## src/rtl/spi_ctrl_pkg.sv

```systemverilog
// Shared constants for the SPI frame register controller: FSM encoding,
// register addresses and frame field positions.
package spi_ctrl_pkg;

  typedef enum logic [1:0] {
    ST_IDLE    = 2'd0,
    ST_ARM     = 2'd1,
    ST_WAIT_RX = 2'd2,
    ST_DECODE  = 2'd3
  } state_t;

  localparam int FRAME_ADDR_W = 7;

  localparam logic [FRAME_ADDR_W-1:0] ADDR_CTRL   = 7'd0;
  localparam logic [FRAME_ADDR_W-1:0] ADDR_STATUS = 7'd1;

  localparam int WR_BIT   = 15;
  localparam int ADDR_MSB = 14;
  localparam int ADDR_LSB = 8;

  localparam logic [7:0] CTRL_RST = 8'h03;

endpackage

```

## src/rtl/spi_reg_bank.sv

```systemverilog
// NUM_REGS x 8 register storage with one write port, a read-only STATUS slot
// and two combinational read ports (frame decode and host).
module spi_reg_bank
  import spi_ctrl_pkg::*;
#(
  parameter int NUM_REGS = 16,
  parameter int ADDR_W   = FRAME_ADDR_W
) (
  input  logic              clk,
  input  logic              reset,
  input  logic              wr_en_i,
  input  logic [ADDR_W-1:0] wr_addr_i,
  input  logic [7:0]        wr_data_i,
  input  logic [7:0]        status_i,
  input  logic [ADDR_W-1:0] rd_addr_i,
  output logic [7:0]        rd_data_o,
  input  logic [ADDR_W-1:0] host_addr_i,
  output logic [7:0]        host_data_o,
  output logic [1:0]        freq_o
);

  localparam int AW         = $clog2(NUM_REGS);
  localparam int CTRL_IDX   = int'(ADDR_CTRL);
  localparam int STATUS_IDX = int'(ADDR_STATUS);
  localparam logic [ADDR_W:0]       NUM_A   = (ADDR_W + 1)'(NUM_REGS);
  localparam logic [NUM_REGS-1:0]   RO_MASK = NUM_REGS'(1) << STATUS_IDX;

  logic [7:0] mem_q [NUM_REGS];
  logic       wr_ok;
  logic       rd_valid;
  logic       host_valid;

  assign rd_valid   = {1'b0, rd_addr_i} < NUM_A;
  assign host_valid = {1'b0, host_addr_i} < NUM_A;
  assign wr_ok      = wr_en_i && ({1'b0, wr_addr_i} < NUM_A) && !RO_MASK[wr_addr_i[AW-1:0]];

  always_ff @(posedge clk or negedge reset) begin
    if (!reset) begin
      for (int i = 0; i < NUM_REGS; i++) begin
        mem_q[i] <= 8'h00;
      end
      mem_q[CTRL_IDX] <= CTRL_RST;
    end else if (wr_ok) begin
      mem_q[wr_addr_i[AW-1:0]] <= wr_data_i;
    end
  end

  // STATUS has no storage of its own; it mirrors the live frame counter.
  assign rd_data_o   = !rd_valid ? 8'h00 :
                       (rd_addr_i == ADDR_STATUS) ? status_i : mem_q[rd_addr_i[AW-1:0]];
  assign host_data_o = !host_valid ? 8'h00 :
                       (host_addr_i == ADDR_STATUS) ? status_i : mem_q[host_addr_i[AW-1:0]];
  assign freq_o      = mem_q[CTRL_IDX][1:0];

endmodule

```

## src/rtl/spi_frame_reg_ctrl.sv

```systemverilog
// Decodes received SPI frames as register reads/writes, queues read responses
// for the next frame and arms the SPI block between frames.
//   state      | meaning
//   IDLE       | wait for cs_bar high before arming
//   ARM        | one-cycle start pulse to the SPI block
//   WAIT_RX    | frame in flight, capture on rx_valid
//   DECODE     | apply write or load read response
module spi_frame_reg_ctrl
  import spi_ctrl_pkg::*;
#(
  parameter int         NUM_REGS = 16,
  parameter int         ADDR_W   = FRAME_ADDR_W,
  parameter logic [7:0] RESP_ERR = 8'hEE
) (
  input  logic        clk,
  input  logic        reset,
  input  logic [15:0] mosi_reg_data,
  input  logic        rx_valid,
  input  logic        tx_done,
  input  logic        cs_bar,
  output logic        slave_rx_start,
  output logic        slave_tx_start,
  output logic [15:0] miso_reg_data,
  output logic [1:0]  freq_control,
  input  logic [3:0]  host_addr,
  output logic [7:0]  host_rdata,
  output logic        frame_err,
  input  logic        err_clr
);

  localparam logic [ADDR_W:0] NUM_A = (ADDR_W + 1)'(NUM_REGS);

  state_t      state_q, state_d;
  logic [15:0] frame_q, frame_d;
  logic [15:0] miso_q, miso_d;
  logic        tx_pending_q, tx_pending_d;
  logic        err_q, err_d;
  logic [3:0]  rx_cnt_q, rx_cnt_d;

  logic              is_wr;
  logic [ADDR_W-1:0] dec_addr;
  logic [7:0]        dec_data;
  logic              addr_valid;
  logic              addr_ro;
  logic              bank_wr;
  logic [7:0]        bank_rdata;
  logic              err_set;

  assign is_wr      = frame_q[WR_BIT];
  assign dec_addr   = frame_q[ADDR_MSB:ADDR_LSB];
  assign dec_data   = frame_q[7:0];
  assign addr_valid = {1'b0, dec_addr} < NUM_A;
  assign addr_ro    = dec_addr == ADDR_STATUS;
  assign bank_wr    = (state_q == ST_DECODE) && is_wr && addr_valid && !addr_ro;

  spi_reg_bank #(
    .NUM_REGS (NUM_REGS),
    .ADDR_W   (ADDR_W)
  ) u_bank (
    .clk         (clk),
    .reset       (reset),
    .wr_en_i     (bank_wr),
    .wr_addr_i   (dec_addr),
    .wr_data_i   (dec_data),
    .status_i    ({4'b0000, rx_cnt_q}),
    .rd_addr_i   (dec_addr),
    .rd_data_o   (bank_rdata),
    .host_addr_i ({{(ADDR_W-4){1'b0}}, host_addr}),
    .host_data_o (host_rdata),
    .freq_o      (freq_control)
  );

  always_comb begin
    state_d      = state_q;
    frame_d      = frame_q;
    miso_d       = miso_q;
    tx_pending_d = tx_pending_q;
    err_set      = 1'b0;
    rx_cnt_d     = rx_valid ? rx_cnt_q + 4'd1 : rx_cnt_q;

    if (tx_done) begin
      tx_pending_d = 1'b0;
    end

    case (state_q)
      ST_IDLE: begin
        if (cs_bar) state_d = ST_ARM;
      end
      // A chip select that drops during ARM aborts the pulse rather than
      // leaving the FSM waiting on a frame that was never started.
      ST_ARM: begin
        state_d = cs_bar ? ST_WAIT_RX : ST_IDLE;
      end
      ST_WAIT_RX: begin
        if (rx_valid) begin
          frame_d = mosi_reg_data;
          state_d = ST_DECODE;
        end
      end
      ST_DECODE: begin
        state_d = ST_IDLE;
        if (is_wr) begin
          err_set = !addr_valid || addr_ro;
        end else begin
          miso_d       = {1'b0, dec_addr, addr_valid ? bank_rdata : RESP_ERR};
          tx_pending_d = 1'b1;
          err_set      = !addr_valid;
        end
      end
      default: state_d = ST_IDLE;
    endcase

    err_d = err_set ? 1'b1 : (err_clr ? 1'b0 : err_q);
  end

  always_ff @(posedge clk or negedge reset) begin
    if (!reset) begin
      state_q      <= ST_IDLE;
      frame_q      <= 16'h0000;
      miso_q       <= 16'h0000;
      tx_pending_q <= 1'b0;
      err_q        <= 1'b0;
      rx_cnt_q     <= 4'd0;
    end else begin
      state_q      <= state_d;
      frame_q      <= frame_d;
      miso_q       <= miso_d;
      tx_pending_q <= tx_pending_d;
      err_q        <= err_d;
      rx_cnt_q     <= rx_cnt_d;
    end
  end

  assign slave_rx_start = (state_q == ST_ARM) && cs_bar;
  assign slave_tx_start = slave_rx_start && tx_pending_q;
  assign miso_reg_data  = miso_q;
  assign frame_err      = err_q;

endmodule
```

## config.mk

```make
export PLATFORM = sky130hd
export DESIGN_NAME = spi_frame_reg_ctrl
export DESIGN_NICKNAME = d
export VERILOG_FILES = /design/src/rtl/spi_ctrl_pkg.sv /design/src/rtl/spi_reg_bank.sv /design/src/rtl/spi_frame_reg_ctrl.sv
export SDC_FILE = /design/constraint.sdc
export NUM_CORES = 1
export LEC_CHECK = 0
export BUFFER_PORTS_ARGS = -buffer_cell sky130_fd_sc_hd__buf_4
export CORE_MARGIN = 2
export CORE_UTILIZATION = 25
export CTS_CLUSTER_SIZE = 10
export DETAILED_ROUTE_END_ITERATION = 8
export PLACE_DENSITY = 0.49
export SLEW_MARGIN = 20
export SYNTH_ARGS = -nofsm -noshare
export SYNTH_HDL_FRONTEND = slang
export SYNTH_SLANG_ARGS = --single-unit
```

## constraint.sdc

```tcl
create_clock -name clk -period 7.7 [get_ports clk]
set_clock_uncertainty 0.1 [all_clocks]
set_input_delay 1.54 -clock clk [delete_from_list [all_inputs] [get_ports clk]]
set_output_delay 1.54 -clock clk [all_outputs]
set_load 0.05 [all_outputs]
```

# Yosys cells after proc, flatten, opt, wreduce, memory -nomap -nowiden
# Memories as Yosys holds them, arrays and structs flattened.
# Cells that the tools add are included.
# totals
output_inout_bits	29
ff_bits	167
mem_bits_ro	16
wordCells	82
memories	1
# op_classes
bitwise	3
add_sub_neg	1
n_reduce_logical	17
n_mux	25
n_eq_ne	7
n_lt_le_gt_ge	6
# memory_table
name	depth	word_bits	read_ports	rd_clocked_by_memory_dff	write_ports	line_no	rtl
(name not given)	16	1	1	0	0	spi_reg_bank.sv:35	assign wr_ok = wr_en_i && ({1'b0, wr_addr_i} < NUM_A) && !RO_MASK[wr_addr_i[AW-1:0]];
# op_table
cell	n
$bwmux W128	1
$mux W8	9
$bmux W8 S4	2
$demux W8 S4	1
$ge A5 B5 Y1 const B	2
$lt A4 B5 Y1 const B	2
$not A4 Y5	2
$logic_and A1 B1 Y1	8
$mux W1	8
$pmux W2 S4	1
$eq A7 B1 Y1 const B	1
$lt A7 B5 Y1 const B	1
$mux W2	3
$reduce_and A2 Y1	3
$lt A5 B1 Y1 const B	1
$add A4 B1 Y4 const B	1
$eq A2 B2 Y1 const B	2
$eq A4 B1 Y1 const B	1
$ne A2 B2 Y1 const B	2
$logic_not A1 Y1	3
$eq A2 B1 Y1 const B	1
$logic_not A2 Y1	1
$reduce_bool A2 Y1	1
$logic_or A1 B1 Y1	1
$not A1 Y1	1

# Logic depth before layout (Yosys ltp)
# logic_depth
ltp_word	6
depth_mapped	7
ltp_nobuf	4

# By module
# From an unflattened synthesis, not the netlist that was laid out.
# hier_totals
cells_unflattened	633
area_unflattened_um2	8693.3
# by_module_without_submodules
module	instances	area_each_um2	cells_each
spi_reg_bank	1	7074.3	513
spi_frame_reg_ctrl	1	1619.1	120

# Worst setup path before layout
# No wires, ideal clock.
# synth_timing
path_type	input to output
startpoint	in host_addr[1]
endpoint	out host_rdata[0]
n_path_buf	2
arrival_time_ns	3.709
cell_stages	6
path_slack_ns	2.351
path_cell_list	clkbuf_1 clkbuf_1 mux4_2 nand2_1 o21a_1 o31ai_1
# synth_via
elab_chain_len	6
elab_cells_between_ends	8
classes_between	order compare (1); eq/ne (1); mux (5); bitwise (1)
# synth_lines
item	line_no	rtl
start: declaration	spi_frame_reg_ctrl.sv:25	input logic [3:0] host_addr,
$not A4 Y5 (not written as such)	spi_reg_bank.sv:52	(host_addr_i == ADDR_STATUS) ? status_i : mem_q[host_addr_i[AW-1:0]];
$bmux W8 S4	spi_reg_bank.sv:52	
$mux W8 (not written as such) (2 in series)	spi_reg_bank.sv:52	
$mux W8	spi_reg_bank.sv:52	
$mux W8 *	spi_reg_bank.sv:51	assign host_data_o = !host_valid ? 8'h00 :
end: declaration	spi_frame_reg_ctrl.sv:26	output logic [7:0] host_rdata,
# Every way passes the cells marked *; elsewhere a longest branch is shown, timed or not. The select of a mux whose other input is x is not followed.

# Worst setup path after layout
# layout_timing
startpoint	in host_addr[0]
endpoint	out host_rdata[6]
# Same word-level chain as after synthesis.

==> results.toml <==
[run_status]
status = "complete, no violations"

[detailed_routing]
vias = 5236
drtPass1Iterations = 5
drc = 0
antenna_left = 0
vias_per_cell = 4.78
wl_per_cell_um = 21.2
drt_iter0_drc = 322
routed_wl_mm = 23.2

[floorplanning]
core.rowCount = 67
start_util = 0.254
die_w_um = 188
io_pins = 55
die_area_um2 = 35400
coreArea_um2 = 33400
chipHeight_um = 188

[setup_path]
arrival_ps = 3580
worst-path-stages = 5
crit_start = "host_addr[0]"
critPathMaxFanout = 34
worstSetupPathType = "in2out"
startpoint_type = "primary input"
crit_path_cell_trace = "buf_4, or4b_2, nor2b_1, a22o_1, buf_4"
cp-end-kind = "output pin"
slowest_delay_ps = 740
cpLargestDelayFamily = "simple AND/OR/NAND/NOR gates"
path_buf_inv = 2
cp_data_required_time_ps = 6060
reg2reg_depth = 4
r2r_start = "frame_q[8]$_DFFE_PN0P_"
crit_top_cell = "buf_4"
slowest_stage = "or4b_2"

[yosys]
yosys.area_share.simple = 0.0662
synthMuxAreaShare = 0.364
synthAdderAreaFrac = 0.00147
synth_top_family_by_area = "multiplexers"
netlist_area_um2 = 8490
seq_area_frac_synth = 0.493
synth_cells = 608
synth.net_count = 635
ys_ff_latch = 167
yosysWarnings = 0
synth_xor_area_frac = 0.00310
synth_compound_area_frac = 0.0441
yosysUniqueCellTypes = 49
syn_avg_cell_area_um2 = 14.0

[clocking]
clock-root-buffer = "clkbuf_16"
numCtsBuffers = 17
cts_setup_buffers = 0
cts_resized = 0
path_clk_slew_ps = 60
cts.path.max_buffers = 2
cts-htree-levels = 4
clock_latency_ps = 440
cts_tree = "yes"
cts_hold_buf = 0
clock-sinks = 167

[grt]
grt_max_degree = 97
grt_antenna_before_repair = 0
grt_overflow = 0
grt.total_usage = 0.137
grt_pass1_wl_mm = 35.9
grt_pass1_vias = 5521

[placed_design]
dp_hpwl_mm = 14.6
portBuffers = 53
routabilityCongestion = 0.716
dp_cells = 1063

[pwr]
ir_drop_mv = 0.164
p_leak_nw = 4.41
power_density_nw_per_um2 = 316

[finish]
mostFrequentLayoutCell = "dfrtp_1"
finalNonFillerCells = 1095
area_growth_pct = 16.5
mostFrequentLayoutCells = "dfrtp_1, mux2_2, buf_4"
drive_gt1_frac = 0.487
nFillCells = 3352
final_nets = 661
antenna_cells = 0

[timing]
maxSlewHeadroom = 0.349
fin_crit_sh = 0.678
setup_tns_ps = 0
final-setup-viol-count = 0
maxSlewViolCount = 0
rsz0062_at_grt = "no"
hold_viol_final = 0
tightest_slew_ps = 976
fin_crit_ps = 5220
max_freq_mhz = 192

[flow_run]
max-cap-violations = 0

[worst_hold_path]
hp-class = "reg2reg"
worstHoldPathCells = 0
worstHoldStart = "u_bank.mem_q[115]$_DFFE_PN0P_"
stage by stage:
stage	worst slack (ps)	instance area, um2	hold WS (ps)	utilization	total power [mW]
after floorplan	2350	8490	324	-	1.92
final	2480	9890	277	0.296	3.13
after global routing	2360	9890	294	0.296	3.29
after detailed placement	2420	9270	264	0.277	2.24
after CTS	2430	9890	279	0.296	3.16
after global placement	2430	9270	263	0.277	2.24
cell families (layout without fill, tap and decap cells):
group | Yosys count | count (layout)
and+or+nand+nor | 98 | 98
adders and majority gates | 1 | 1
muxes | 228 | 228
buffers and inverters | 54 | 93
other | 1 | 1
AOI/OAI and AO/OA | 56 | 56
DFF | 167 | 167
xor gates and xnor gates | 3 | 3
synth_stat cells, drive strengths merged:
master,number,share of area
or3,1,0.0013
o21ai,9,0.0053
a2bb2oi,1,0.0010
nor2b,6,0.0044
nor4b,2,0.0038
o211ai,3,0.0027
o22ai,5,0.0037
dfstp,2,0.0062
clkbuf,29,0.013
xnor2,2,0.0021
a221oi,3,0.0031
or4,3,0.0027
ha,1,0.0015
and3,4,0.0029
o21a,4,0.0035
mux2i,25,0.029
nor2,20,0.011
o31ai,5,0.0044
or4b,2,0.0024
mux4,49,0.13
conb,1,0.00044
nand4,3,0.0022
nand4b,2,0.0021
nor3,5,0.0056
a22oi,4,0.0035
dfrtp,165,0.49
nand3,1,0.0012
a211oi,4,0.0035
and3b,1,0.0010
xor2,1,0.0010
mux2,154,0.20
a22o,4,0.0041
nand2,40,0.018
buf,23,0.014
and2,2,0.0015
o311ai,1,0.0010
a31oi,3,0.0022
nand2b,2,0.0015
inv,2,0.00088
a21oi,10,0.0059
nand3b,4,0.0044
registers in the layout (all words and copies together) (netlist names), named ones only:
signal,flops
frame_err,1
frame_q,16
miso_reg_data,15
rx_cnt_q,4
state_q,1
tx_pending_q,1
u_bank.freq_o,2
u_bank.mem_q,126
final cells by class:
type	count	area (um2)	area share
sequential	167	4180	0.423
clock inverter	13	171	0.0173
clock buffer	19	453	0.0458
inverter	2	7.51	0.000759
tap	448	561	0.0567
timing repair buffer	59	447	0.0452
multi-input combinational	387	4070	0.411
layer usage:
metal | share of wire | wire, um | GRT usage
met5 | 0 | 0 | 0
met4 | 0.019 | 434 | 0.0463
met3 | 0.037 | 859 | 0.0294
met2 | 0.48 | 11100 | 0.219
met1 | 0.46 | 10800 | 0.184
power breakdown:
part           total [mW]  switching (mW)  internal, mW
Sequential           1.32           0.282          1.04
Combinational       0.897           0.509         0.388
Clock               0.907           0.375         0.531
Total                3.13            1.17          1.96
worst paths after layout:
| path | endpoint | slack, ps |
|---|---|---|
| setup / recovery | host_rdata[6] | 2480 |
| hold / removal | u_bank.mem_q[115]$_DFFE_PN0P_ | 280 |
| setup reg to reg | u_bank.mem_q[32]$_DFFE_PN0P_ | 4780 |
| hold reg to reg | u_bank.mem_q[115]$_DFFE_PN0P_ | 280 |
| max in group asynchronous | u_bank.mem_q[60]$_DFFE_PN0P_ | 4950 |
| min in group asynchronous | frame_q[0]$_DFFE_PN0P_ | 1060 |
Power figures use the tool's default switching activity.
